$ cat config.mk
export PLATFORM = sky130hd
export DESIGN_NAME = pipe_stage_chain
export DESIGN_NICKNAME = d
export VERILOG_FILES = /design/src/rtl/pipe_stage_chain.sv
export SDC_FILE = /design/constraint.sdc
export NUM_CORES = 1
export LEC_CHECK = 0
export CAP_MARGIN = 30
export CELL_PAD_IN_SITES_DETAIL_PLACEMENT = 1
export CELL_PAD_IN_SITES_GLOBAL_PLACEMENT = 1
export CORE_MARGIN = 2
export CORE_UTILIZATION = 40
export DETAILED_ROUTE_END_ITERATION = 6
export DONT_BUFFER_PORTS = 1
export PLACE_DENSITY = 0.68
export SYNTH_ARGS = -nofsm -noshare
export SYNTH_HDL_FRONTEND = slang
export SYNTH_SLANG_ARGS = --single-unit
$ cat constraint.sdc
create_clock -name SYS_clk -period 6.3 [get_ports SYS_clk]
set_clock_uncertainty 0.1 [all_clocks]
set_input_delay 0.63 -clock SYS_clk [delete_from_list [all_inputs] [get_ports SYS_clk]]
set_output_delay 0.63 -clock SYS_clk [all_outputs]
set_load 0.01 [all_outputs]
$ cat src/rtl/pipe_stage_chain.sv
// Generic stall/flush-capable pipeline register chain with valid/ready handshake,
// bubble collapse, partial flush and debug counters. Stage 0 is youngest.

module pipe_stage #(
  parameter int DATA_W = 32
) (
  input  logic              clk,
  input  logic              rst_n,
  input  logic              load,
  input  logic              drain,
  input  logic              kill,
  input  logic [DATA_W-1:0] src,
  output logic              vld,
  output logic [DATA_W-1:0] data
);
  // Kill beats load: a flushed stage never captures the predecessor's payload.
  always_ff @(negedge clk) begin
    if (!rst_n) begin
      vld  <= 1'b0;
      data <= '0;
    end else if (kill) begin
      vld <= 1'b0;
    end else if (load) begin
      vld  <= 1'b1;
      data <= src;
    end else if (drain) begin
      vld <= 1'b0;
    end
  end
endmodule

module pipe_stage_chain #(
  parameter int DATA_W = 32,
  parameter int STAGES = 4,
  parameter int IDX_W  = 4,
  parameter int CNT_W  = 16,
  localparam int OCC_W = $clog2(STAGES + 1)
) (
  input  logic              SYS_clk,
  input  logic              SYS_reset_n,
  input  logic              in_valid,
  input  logic [DATA_W-1:0] in_data,
  output logic              in_ready,
  output logic              out_valid,
  output logic [DATA_W-1:0] out_data,
  input  logic              out_ready,
  input  logic              flush_req,
  input  logic [IDX_W-1:0]  flush_stage,
  output logic [OCC_W-1:0]  occupancy,
  output logic [CNT_W-1:0]  stall_cnt,
  output logic [CNT_W-1:0]  flush_cnt
);
  logic [STAGES-1:0]             v, move, kill, load;
  logic [STAGES-1:0][DATA_W-1:0] d, src;
  logic                          acc0;
  logic [OCC_W-1:0]              flushed;
  logic [CNT_W:0]                flush_sum;

  // Accept chain runs oldest to youngest: a stage empties if it is empty or its
  // successor empties, which lets bubbles collapse behind a stalled head.
  always_comb begin
    logic a;
    move = '0;
    a    = out_ready;
    for (int i = STAGES - 1; i >= 0; i--) begin
      move[i] = v[i] & a;
      a       = ~v[i] | move[i];
    end
    acc0 = a;
  end

  assign in_ready = acc0 & ~flush_req;

  always_comb begin
    int kk;
    kk = int'(flush_stage);
    if (kk > STAGES - 1) kk = STAGES - 1;
    kill = '0;
    for (int i = 0; i < STAGES; i++) kill[i] = flush_req && (i <= kk);
  end

  for (genvar g = 0; g < STAGES; g++) begin : g_stage
    if (g == 0) begin : g_head
      assign load[g] = in_valid & in_ready;
      assign src[g]  = in_data;
    end else begin : g_body
      assign load[g] = move[g-1] & ~kill[g-1];
      assign src[g]  = d[g-1];
    end
    pipe_stage #(.DATA_W(DATA_W)) u_stage (
      .clk   (SYS_clk),
      .rst_n (SYS_reset_n),
      .load  (load[g]),
      .drain (move[g]),
      .kill  (kill[g]),
      .src   (src[g]),
      .vld   (v[g]),
      .data  (d[g])
    );
  end

  assign out_valid = v[STAGES-1];
  assign out_data  = d[STAGES-1];

  always_comb begin
    occupancy = '0;
    flushed   = '0;
    for (int i = 0; i < STAGES; i++) begin
      occupancy = occupancy + OCC_W'(v[i]);
      flushed   = flushed + OCC_W'(v[i] & kill[i]);
    end
  end

  assign flush_sum = {1'b0, flush_cnt} + (CNT_W+1)'(flushed);

  always_ff @(negedge SYS_clk) begin
    if (!SYS_reset_n) begin
      stall_cnt <= '0;
      flush_cnt <= '0;
    end else begin
      if (in_valid && !in_ready && !(&stall_cnt)) stall_cnt <= stall_cnt + 1'b1;
      flush_cnt <= flush_sum[CNT_W] ? '1 : flush_sum[CNT_W-1:0];
    end
  end
endmodule

==> metrics.md <==
| Metric | Value |
|---|---|
| Top cell by count, worst path | fa_2 |
| DR DRC count | 0 |
| Ports | 110 |
| Ys Warns | 0 |
| Worst R2R Start | g_stage[1].u_stage.vld$_SDFFE_NP0P_ |
| Max incr delay on CP | 0.44 ns |
| Post-Syn Area | 0.00668 mm2 |
| Cts hold-fix bufs | 0 |
| Unique masters post-synth | 49 |
| Synth Register Bits | 164 |
| Via density | 5.16 |
| Worst-path clk slew | 0.04 ns |
| Die Y | 133 um |
| Static Leak | 3.30 nW |
| Layout cells sized above 1 | 7.60% |
| Pwr Total | 2.64 mW |
| Top_reg_cell synth | dfxtp_1 |
| Reg-to-reg setup timing slack | 3.31 ns |
| Final-report hold violation count | 0 |
| Layout overhead on the synthesized area | 18.3% |
| PortBufs | 0 |
| Final Slew Violations | 0 |
| Cell Pwr Density | 335 mW/mm2 |
| Worst hold path endpoint | g_stage[3].u_stage.data[22]$_SDFFE_NN0P_ |
| Min-delay src | g_stage[2].u_stage.data[22]$_SDFFE_NN0P_ |
| Setup-failing EPs final | 0 |
| Starting Density | 40.6% |
| Largest area contributor in the netlist | dfxtp_1 |
| CTS tree | yes |
| Number of synthesized flops with an enable pin | 0 |
| CP Cell Sequence | o41ai_4 -> or2_4 -> fa_1 -> fa_2 -> inv_2 -> fa_2 -> and2_4 -> nand4_1 -> or4_1 -> and3_1 |
| Routed via count | 5820 |
| ANT nets after route | 0 |
| Pin slew with the least headroom to its limit | 0.878 ns |
| Clock Sinks | 164 |
| Overall global routing resource usage | 20.7% |
| Die width | 133 um |
| Peak VDD IR | 0.000197 V |
| Hold crit path type | reg2reg |
| Worst setup EP type | flip-flop |
| Max-Cap Viols | 0 |
| Fin util | 48.0% |
| Asr flop ratio synth | 0% |
| Grt total ovfl | 0 |
| Root buffer cell | clkbuf_16 |
| Setup repair bufs after CTS | 0 |
| Worst Path Arrival | 3.16 ns |
| Die Footprint | 0.0177 mm2 |
| Vias in the first global route | 6542 |
| DRT iter0 DRCs | 186 |
| CTS Buffer Depth | 2 |
| Post-DP HPWL | 11.0 mm |
| CP bufs+invs | 1 |
| Family with the most delay on the worst path | simple AND/OR/NAND/NOR gates |
| Placeable Area | 0.0165 mm2 |
| Largest net degree at the start of global routing | 77 |
| H-tree lvl count | 4 |
| Wirelength per Cell | 15.6 um |
| R2R Path End | flush_cnt[14]$_SDFF_NN0_ |
| Critical Path Fanout Max | 3 |
| Num rows | 47 |
| Placer Congestion | 0.817 |
| Rel. slew slack | 41.0% |
| TritonRoute pass-1 iters | 6 |
| Synth top area share | 49.2% |
| Status | finished, final reports clean |
| FF-to-FF path depth | 10 |
| Final hold slack | 0.341 ns |
| Most frequent cell after synthesis | nand2_1 |
| CP max-delay cell | fa_1 |
| Antenna diodes | 0 |
| Nets | 944 |
| Hold path depth | 2 |
| Wirelength, routed | 17.6 mm |
| Most frequent cells after synthesis | nand2_1 (179), dfxtp_1 (164), a21oi_1 (90) |
| Dominant cells by area after synthesis | dfxtp_1 (49%), nand2_1 (10%), a21oi_1 (6.7%) |
| Num CTS Buffers | 17 |
| Mean Syn Cell Area | 8.55 um2 |
| Post-synthesis sequential area ratio | 49.2% |
| Initial antenna violation count | 0 |
| Synth Instances | 781 |
| Final TNS setup | 0 ns |
| CTS resizes | 0 |
| Global-route wire length before repair | 29.9 mm |
| Unrepaired setup endpoints after global routing | false |
| Syn nets | 830 |
| Setup CP Type | in2reg |
| Clock latency on the worst-skew pair | 0.47 ns |
| Crit start category | input port |
| WP data required | 3.38 ns |
## sequential cells by signal, indices dropped and copies added, names as in the netlist
name and count:
g_stage.u_stage.vld 4, g_stage.u_stage.data 128, flush_cnt 16, stall_cnt 16
## area by class of cell
cell class / instances / area, um2
Tap cell: 220 / 275
Sequential cell: 164 / 3280
Multi-Input combinational cell: 520 / 2940
Clock buffer: 17 / 425
Inverter: 13 / 51.3
Fill cell: 2026 / 8570
Timing Repair Buffer: 15 / 113
Clock inverter: 179 / 815
## per-layer routing
layer	global-route usage (%)	share of wire, %	up-vias
li1	-	-	2874
met1	22.7	44	2802
met2	33.5	49	123
met3	9.21	5.1	21
met4	11.9	1.4	0
met5	0	0	-
## power by group
| part | switching [mW] | internal, mW | leakage, nW |
|---|---|---|---|
| registers | 0.00952 | 1.06 | 1.33 |
| clock network | 0.737 | 0.777 | 1.18 |
| logic | 0.0401 | 0.0223 | 0.794 |
| total | 0.787 | 1.86 | 3.30 |
## cells by family after synthesis
family	share of synthesized area, %
flops	49.2
xor+xnor	1.05
fa+ha+maj	1.95
compound gates	13.5
mux	5.40
buf+inv	7.91
simple gates	21.0
## worst max path at each step
stage                                              from                  endpoint  slack [ns]  cells after the start
floorplan                                flush_stage[0]  flush_cnt[14]$_SDFF_NN0_       -0.19                     10
global placement                         flush_stage[0]  flush_cnt[14]$_SDFF_NN0_       -0.14                     10
detailed placement                       flush_stage[0]  flush_cnt[14]$_SDFF_NN0_       -0.25                     10
CTS                                      flush_stage[0]  flush_cnt[14]$_SDFF_NN0_        0.21                     10
global route        g_stage[0].u_stage.vld$_SDFFE_NP0P_              occupancy[1]        0.10                      5
finish                                   flush_stage[0]  flush_cnt[14]$_SDFF_NN0_        0.22                     10
## worst reg2reg max path, cell delays in order (launching register included)
cell and delay (ns):
dfxtp_1 0.41, inv_1 0.10, or2_4 0.24, fa_1 0.47
fa_2 0.39, inv_2 0.07, fa_2 0.21, and2_4 0.15
nand4_1 0.13, or4_1 0.44, and3_1 0.17
## stage by stage
stage               std cells  worst slack (ns)  area (um2)
finish                   1128             0.224        7900
detailed placement        933            -0.254        6660
global route             1128             0.104        7900
CTS                      1128             0.211        7900
global placement          933            -0.143        6660
floorplan                 781            -0.187        6740
## placed cells by master, fill, tap and decap left out, types with 4 or more instances in the layout
cell	netlist	routed
nand2_1	179	179
inv_1	13	176
dfxtp_1	164	164
a21oi_1	90	81
nand3_1	43	42
o21ai_0	36	36
mux2i_1	36	36
nor2_1	35	35
clkbuf_16	0	17
buf_4	32	15
or4_1	12	12
o31ai_1	10	10
a21oi_2	0	9
nand4_1	8	8
and4_1	6	6
xor2_1	6	6
nand2b_1	5	5
or3_1	4	4
ha_1	4	4
(Power assumes the default switching activity.)
